$ cat src/rtl/branch_predictor.sv
`default_nettype none
// ============================================================================
//  Module      : branch_predictor
//  Description : Direct-mapped BTB with per-entry saturating direction
//                counters, same-cycle fetch prediction, one resolved update
//                per cycle, and saturating update/mispredict statistics.
//  Revision    : 1.0  initial release
// ============================================================================
module branch_predictor #(
   parameter int XLEN    = 32,
   parameter int ENTRIES = 16,
   parameter int CTR_W   = 2,
   parameter int TAG_W   = 8
) (
   input  logic            clk,
   input  logic            reset,
   input  logic [XLEN-1:0] f_pc,
   output logic            pred_hit,
   output logic            pred_taken,
   output logic [XLEN-1:0] pred_next_pc,
   input  logic            upd_valid,
   input  logic [XLEN-1:0] upd_pc,
   input  logic            upd_taken,
   input  logic [XLEN-1:0] upd_target,
   input  logic            upd_mispred,
   output logic [31:0]     stat_updates,
   output logic [31:0]     stat_mispred
);

   localparam int c_idx_w = $clog2(ENTRIES);
   localparam int c_tag_lo = c_idx_w + 2;
   localparam int c_tag_hi = c_idx_w + 1 + TAG_W;
   localparam logic [CTR_W-1:0] c_ctr_max    = {CTR_W{1'b1}};
   localparam logic [CTR_W-1:0] c_ctr_weak_t = CTR_W'(1) << (CTR_W - 1);
   localparam logic [CTR_W-1:0] c_ctr_reset  = c_ctr_weak_t - CTR_W'(1);

   // Table state: valid/ctr are reset, tag/target are payload only
   logic               r_valid  [ENTRIES];
   logic [CTR_W-1:0]   r_ctr    [ENTRIES];
   logic [TAG_W-1:0]   r_tag    [ENTRIES];
   logic [XLEN-1:0]    r_target [ENTRIES];
   logic [31:0]        r_stat_updates;
   logic [31:0]        r_stat_mispred;

   logic [c_idx_w-1:0] w_f_idx;
   logic [TAG_W-1:0]   w_f_tag;
   logic [c_idx_w-1:0] w_u_idx;
   logic [TAG_W-1:0]   w_u_tag;
   logic               w_u_hit;
   logic [CTR_W-1:0]   w_ctr_cur;
   logic [CTR_W-1:0]   w_ctr_inc;
   logic [CTR_W-1:0]   w_ctr_dec;
   logic               w_unused_f;
   logic               w_unused_u;

   assign w_f_idx = f_pc[c_idx_w+1:2];
   assign w_f_tag = f_pc[c_tag_hi:c_tag_lo];
   assign w_u_idx = upd_pc[c_idx_w+1:2];
   assign w_u_tag = upd_pc[c_tag_hi:c_tag_lo];

   // PC bits outside index/tag take no part in lookup or update
   generate
      if (c_tag_hi + 1 < XLEN) begin : g_pc_hi
         assign w_unused_f = ^{f_pc[XLEN-1:c_tag_hi+1], f_pc[1:0]};
         assign w_unused_u = ^{upd_pc[XLEN-1:c_tag_hi+1], upd_pc[1:0]};
      end else begin : g_pc_no_hi
         assign w_unused_f = ^f_pc[1:0];
         assign w_unused_u = ^upd_pc[1:0];
      end
   endgenerate

   // Fetch lookup: purely combinational, no bypass from the update port
   assign pred_hit     = r_valid[w_f_idx] && (r_tag[w_f_idx] == w_f_tag);
   assign pred_taken   = pred_hit && r_ctr[w_f_idx][CTR_W-1];
   assign pred_next_pc = pred_taken ? r_target[w_f_idx] : f_pc + XLEN'(4);

   // Update-side hit and saturating counter step from the registered value
   assign w_u_hit   = r_valid[w_u_idx] && (r_tag[w_u_idx] == w_u_tag);
   assign w_ctr_cur = r_ctr[w_u_idx];
   assign w_ctr_inc = (w_ctr_cur == c_ctr_max)  ? w_ctr_cur : w_ctr_cur + CTR_W'(1);
   assign w_ctr_dec = (w_ctr_cur == '0)         ? w_ctr_cur : w_ctr_cur - CTR_W'(1);

   // Valid bits and direction counters: train on hit, allocate on taken miss
   always_ff @(posedge clk or negedge reset) begin
      if (!reset) begin
         for (int i = 0; i < ENTRIES; i++) begin
            r_valid[i] <= 1'b0;
            r_ctr[i]   <= c_ctr_reset;
         end
      end else if (upd_valid) begin
         if (w_u_hit) begin
            r_ctr[w_u_idx] <= upd_taken ? w_ctr_inc : w_ctr_dec;
         end else if (upd_taken) begin
            r_valid[w_u_idx] <= 1'b1;
            r_ctr[w_u_idx]   <= c_ctr_weak_t;
         end
      end
   end

   // Tag/target payload: every taken update either hits (same tag) or allocates
   always_ff @(posedge clk) begin
      if (upd_valid && upd_taken) begin
         r_tag[w_u_idx]    <= w_u_tag;
         r_target[w_u_idx] <= upd_target;
      end
   end

   // Saturating statistics counters
   always_ff @(posedge clk or negedge reset) begin
      if (!reset) begin
         r_stat_updates <= '0;
         r_stat_mispred <= '0;
      end else if (upd_valid) begin
         if (r_stat_updates != 32'hFFFF_FFFF)
            r_stat_updates <= r_stat_updates + 32'd1;
         if (upd_mispred && (r_stat_mispred != 32'hFFFF_FFFF))
            r_stat_mispred <= r_stat_mispred + 32'd1;
      end
   end

   assign stat_updates = r_stat_updates;
   assign stat_mispred = r_stat_mispred;

endmodule
`default_nettype wire
$ cat config.mk
export PLATFORM = sky130hd
export DESIGN_NAME = branch_predictor
export DESIGN_NICKNAME = d
export VERILOG_FILES = /design/src/rtl/branch_predictor.sv
export SDC_FILE = /design/constraint.sdc
export NUM_CORES = 1
export LEC_CHECK = 0
export ABC_CLOCK_PERIOD_IN_PS = 6600
export BUFFER_PORTS_ARGS = -buffer_cell sky130_fd_sc_hd__buf_2
export CAP_MARGIN = 20
export CORE_ASPECT_RATIO = 0.6
export CORE_MARGIN = 10
export CORE_UTILIZATION = 58
export CTS_BUF_LIST = sky130_fd_sc_hd__clkbuf_2 sky130_fd_sc_hd__clkbuf_4 sky130_fd_sc_hd__clkbuf_8
export DETAILED_ROUTE_END_ITERATION = 7
export GPL_TIMING_DRIVEN = 0
export PLACE_DENSITY_LB_ADDON = 0.15
export SLEW_MARGIN = 20
export SYNTH_ARGS = -nofsm -noshare
export SYNTH_HDL_FRONTEND = slang
export SYNTH_SLANG_ARGS = --single-unit
$ cat constraint.sdc
create_clock -name clk -period 6.6 [get_ports clk]
set_input_delay 1.32 -clock clk [delete_from_list [all_inputs] [get_ports clk]]
set_output_delay 1.32 -clock clk [all_outputs]
set_load 0.02 [all_outputs]
# Word-level counts from Yosys, hierarchy flattened
# Memory sizes are Yosys's and may differ from the RTL's.
# Cells that the tools add are included.
# op_classes
n_addsub	5
eq_ne	5
reduce_logical	12
muxes	25
n_lt_le_gt_ge	3
bitwise_logic	7
# ops
cell	count
32-bit two-way mux	3
32-bit by 1-bit adder with 32-bit output (second input constant)	2
32-bit != test (second input constant)	2
32-bit by 3-bit adder with 32-bit output (second input constant)	1
32-bit bitwise mux	1
16-bit bitwise OR	2
16-bit AND	1
2-bit binary-select mux with 4-bit select	2
8-bit == test	2
2-bit two-way mux	8
16-bit inverter	1
5-bit >= comparator (second input constant)	2
4-bit inverter with 5-bit output	2
1-bit binary-select mux with 4-bit select	2
2-bit demux with 4-bit select	1
1-bit two-way mux	7
1-bit logical AND	6
2-bit AND reduction	3
5-bit by 1-bit less-than comparator with 1-bit output (second input constant)	1
1-bit demux with 4-bit select	1
3-bit AND reduction	1
2-bit by 1-bit adder with 2-bit output (second input constant)	1
2-bit == test (second input constant)	1
2-bit zero test	1
other kinds (3)	3
# totals
ram_bits	640
ff_bits	112
wordCells	93
mem_count	2
output_inout_bits	98
# mem_list
name	depth	word_bits	rd	rd_clocked_by_memory_dff	wr	line	source
r_target	16	32	1	0	1	41	logic [XLEN-1:0] r_target [ENTRIES];
r_tag	16	8	2	0	1	40	logic [TAG_W-1:0] r_tag [ENTRIES];

# Longest topological paths before layout
# logic_depth
ltp_word	9
ltp_mapped	14
mapped_depth_nobuf	9

# Worst setup path before layout
# No wires, ideal clock.
# synth_path
path_type	in2reg
startpoint	input port upd_pc[3]
endpoint	memory r_tag[13][0] (enable)
arrival_ns	5.035
cell_stages	6
required_time_ns	6.113
path_slack_ns	1.078
path_cell_list	buf_4 buf_4 buf_2 buf_1 nand2b_1 nor3_1
# synth_lines
item	line	source
start, declared	22	input logic [XLEN-1:0] upd_pc,
end, declared	40	
# Straight into the memory's write port.

# Final worst setup path
# layout_path
startpoint	input port f_pc[3]
endpoint	output port pred_next_pc[11]
# layout_via
elab_chain_len	7
word_cells_on_any_way	14
# layout_lines
item	line	source
start, declared	17	input logic [XLEN-1:0] f_pc,
branches (longest 6 deep; another with 32-bit by 3-bit adder with 32-bit output)	--	
32-bit two-way mux (*)	75	assign pred_next_pc = pred_taken ? r_target[w_f_idx] : f_pc + XLEN'(4);
end, declared	20	output logic [XLEN-1:0] pred_next_pc,
# Mark *: on every way between the ends. The select of a mux whose other input is x is not followed.

==> metrics.md <==
| Metric | Value |
|---|---|
| Peak VDD IR | 0.188 mV |
| R2r endpoint | r_valid[13] |
| Final core occ | 67.8% |
| Routed vias/inst | 6.49 |
| Initial antenna violation count | 7 |
| Die area | 65,500 um2 |
| Register clock-pin slew on the reported worst setup and hold paths | 0.06 ns |
| Violated checks | negative setup slack |
| Syn Area/Cell | 18.4 um2 |
| Synth Cell Area | 32,100 um2 |
| CTS resizes | 13 |
| Setup ws final | -0.0217 ns |
| Total number of vias | 18,600 |
| Chip width | 324 um |
| IO Count | 199 |
| Net Sw Power | 0.00235 W |
| Routed wire length | 84,700 um |
| Drt first pass iters | 5 |
| Count of hold-fix buffers inserted at cts | 0 |
| Crit path kind | primary input to output port |
| Drt drc | 0 |
| Ys Warns | 0 |
| Commonest non-fill, non-tap cell in the layout | edfxtp_1 |
| R2R Path Start | r_tag[10][5] |
| H-tree levels | 3 |
| Gr usage total | 25.9% |
| Slew headroom | 18.8% |
| Synth Net Count | 1,846 |
| Clock power frac | 36.0% |
| Cells after Synth | 1,742 |
| Flop pwr share | 54.9% |
| Max-cap violations | 0 |
| Comb power frac | 9.1% |
| Least-Margin Pin Slew | 1.21 ns |
| Final worst path period need | 6.62 ns |
| Initial Utilization | 58.9% |
| Number of synthesized flops with an enable pin | 640 |
| Nets | 2,168 |
| CTS tree | done |
| Share of post-route cells with drive strength above 1 | 34.6% |
| FMAX | 151 MHz |
| Die height | 202 um |
| Main area contributors after synthesis | edfxtp_1 (60%), mux4_2 (17%), dfrtp_1 (7.5%) |
| Area of the core | 54,500 um2 |
| Core Rows | 66 |
| Setup Fix Bufs, Post-CTS | 0 |
| P_int | 0.00742 W |
| Most frequent cells in the layout | edfxtp_1 (640), mux4_2 (240), buf_2 (196) |
| Port buffer count | 173 |
| Synth cell types | 55 |
| Final Hold Viols | 0 |
| Clock Skew | 0.0335 ns |
| Hold EP | r_ctr[2] |
| Drt wl/cell | 29.6 um |
| Initial drt markers | 2,559 |
| Pin count of the biggest net entering global routing | 79 |
| Clock Tree Root | clkbuf_8 |
| Hold/Removal Path Class | flip-flop to flip-flop |
| Vias in the first global route | 18,500 |
| Hold wc startpoint | r_ctr[2] |
| Maximum fanout along the worst path | 10 |
| Fin crit share | 100% |
| P_leak | 12.7 nW |
| Final max-slew violation count | 0 |
| Area leader, netlist | edfxtp_1 |
| Fillers | 3,562 |
| Crit. End Element | output port |
| Max Root-Sink Buffers | 3 |
| Finish-stage setup viols | 1 |
| Crit path DAT | 5.30 ns |
| HPWL Detailed | 58,300 um |
| Worst-Skew Late Latency | 0.71 ns |
| Clk sink count | 752 |
| Status | finished, violations left |
| R2R Setup Slk | 2.91 ns |
| Total CTS buffers | 105 |
| Hold Crit Depth | 2 |
| Register area share after synthesis | 68.7% |
| Top FF cell, synth | edfxtp_1 |
| RSZ-0062 raised after global routing | false |
| Ys async rst share | 14.9% |
| Critical path launch point type | primary input |
| Setup WS pre-CTS | -0.390 ns |
| Antenna Violating Nets Remaining | 0 |
| Pwr per Cell Area | 265 nW/um2 |
| First-pass GRT wire length | 124,000 um |
| Reg2reg path depth | 10 |
| Area grow syn2layout | 15.0% |
| Synthesized flop and latch total | 752 |
| Top-area cell type share of the netlist area | 59.9% |
| Switch share | 24.1% |
| Placer congestion estimate | 0.947 |
| Global route total overflow | 0 |
| Worst endpoint required time | 5.28 ns |
[worst max-delay path: stages]
cell and delay, ns:
buf_2 0.12, buf_2 0.32, clkbuf_2 0.53, mux4_2 0.38
mux4_2 0.58, xnor2_1 0.25, nand4_1 0.13, or4_1 0.41
buf_2 0.25, buf_6 0.22, buf_6 0.18, a21oi_2 0.35
buf_2 0.24
[cell type report]
cell class                      count  area (um2)  area share, %
Clock buffer                      145        1760           4.78
Buffer                             92         489           1.32
Timing Repair Buffer              215        1730           4.69
Tap cell                          714         893           2.42
Sequential cell                   752       22000           59.7
Clock inverter                     41         243          0.657
Multi-Input combinational cell    874        9660           26.2
Inverter                           24        90.1          0.244
Antenna cell                        5        12.5         0.0339
[flip-flops by register name (all words and copies together), names as in the netlist]
name and flops:
r_ctr 32, stat_updates 32, stat_mispred 32, r_target 512, r_valid 16, r_tag 128
[how the worst max path moves through the flow]
stage	start	end	slack, ns	depth (start not counted)
after global routing	f_pc[2]	pred_next_pc[11]	0.008	14
final	f_pc[3]	pred_next_pc[11]	-0.02	13
after detailed placement	f_pc[3]	pred_next_pc[7]	-0.39	13
after CTS	f_pc[3]	pred_next_pc[6]	0.01	12
after floorplan	upd_pc[3]	r_tag[13][0]	1.08	6
after global placement	upd_pc[4]	r_target[13][17]	-2.98	4
[power groups by stage]
stage / registers, W / logic (W) / clock network, W
finish: 0.00537 / 0.000888 / 0.00352
global route: 0.00538 / 0.000942 / 0.00379
CTS: 0.00536 / 0.000876 / 0.00356
detailed placement: 0.00546 / 0.000871 / 0
global placement: 0.00546 / 0.000836 / 0
floorplan: 0.00549 / 0.000480 / 0
[synthesized netlist by cell type, drive strengths merged (9+ instances only)]
master and instances:
dfrtp 96, nand2 78, clkbuf 39, and3 20, xnor2 63, and4 9, mux2 16, nor2b 11
nor3 24, a21oi 37, nand3 35, inv 24, nand2b 9, and2 14, nor2 96, xor2 44
nand4 19, mux4 240, a22o 9, mux2i 34, a31oi 22, buf 53, o21ai 15, o21bai 16
dfstp 16, edfxtp 640
[kinds of logic after synthesis]
| kind of cell | share of synthesized area (%) |
|---|---|
| compound gates | 3.12 |
| xor+xnor | 2.92 |
| fa+ha+maj | 0.179 |
| buf+inv | 1.67 |
| flops | 68.7 |
| mux | 18.5 |
| simple gates | 5.00 |
[through the flow]
stage | instances | setup TNS (ns) | power (W) | hold WS (ns) | area (um2)
2_1_floorplan | 1742 | 0 | 0.00597 | 0.442 | 32100
3_3_place_gp | 2629 | -584.51 | 0.00629 | 0.465 | 33900
3_5_place_dp | 2670 | -7.43 | 0.00633 | 0.459 | 34800
4_1_cts | 2856 | 0 | 0.00980 | 0.471 | 36900
5_1_grt | 2860 | 0 | 0.0101 | 0.487 | 36900
6_report | 2862 | -0.0217 | 0.00977 | 0.473 | 36900
[metal layers]
metal / routed length (um) / up-vias / track usage (%)
met5: 144 / - / 1.61
met4: 1630 / 8 / 5.95
met3: 10600 / 141 / 9.70
met2: 37400 / 1094 / 36.9
met1: 34900 / 9643 / 37.7
li1: - / 7690 / -
(Power assumes the default switching activity.)
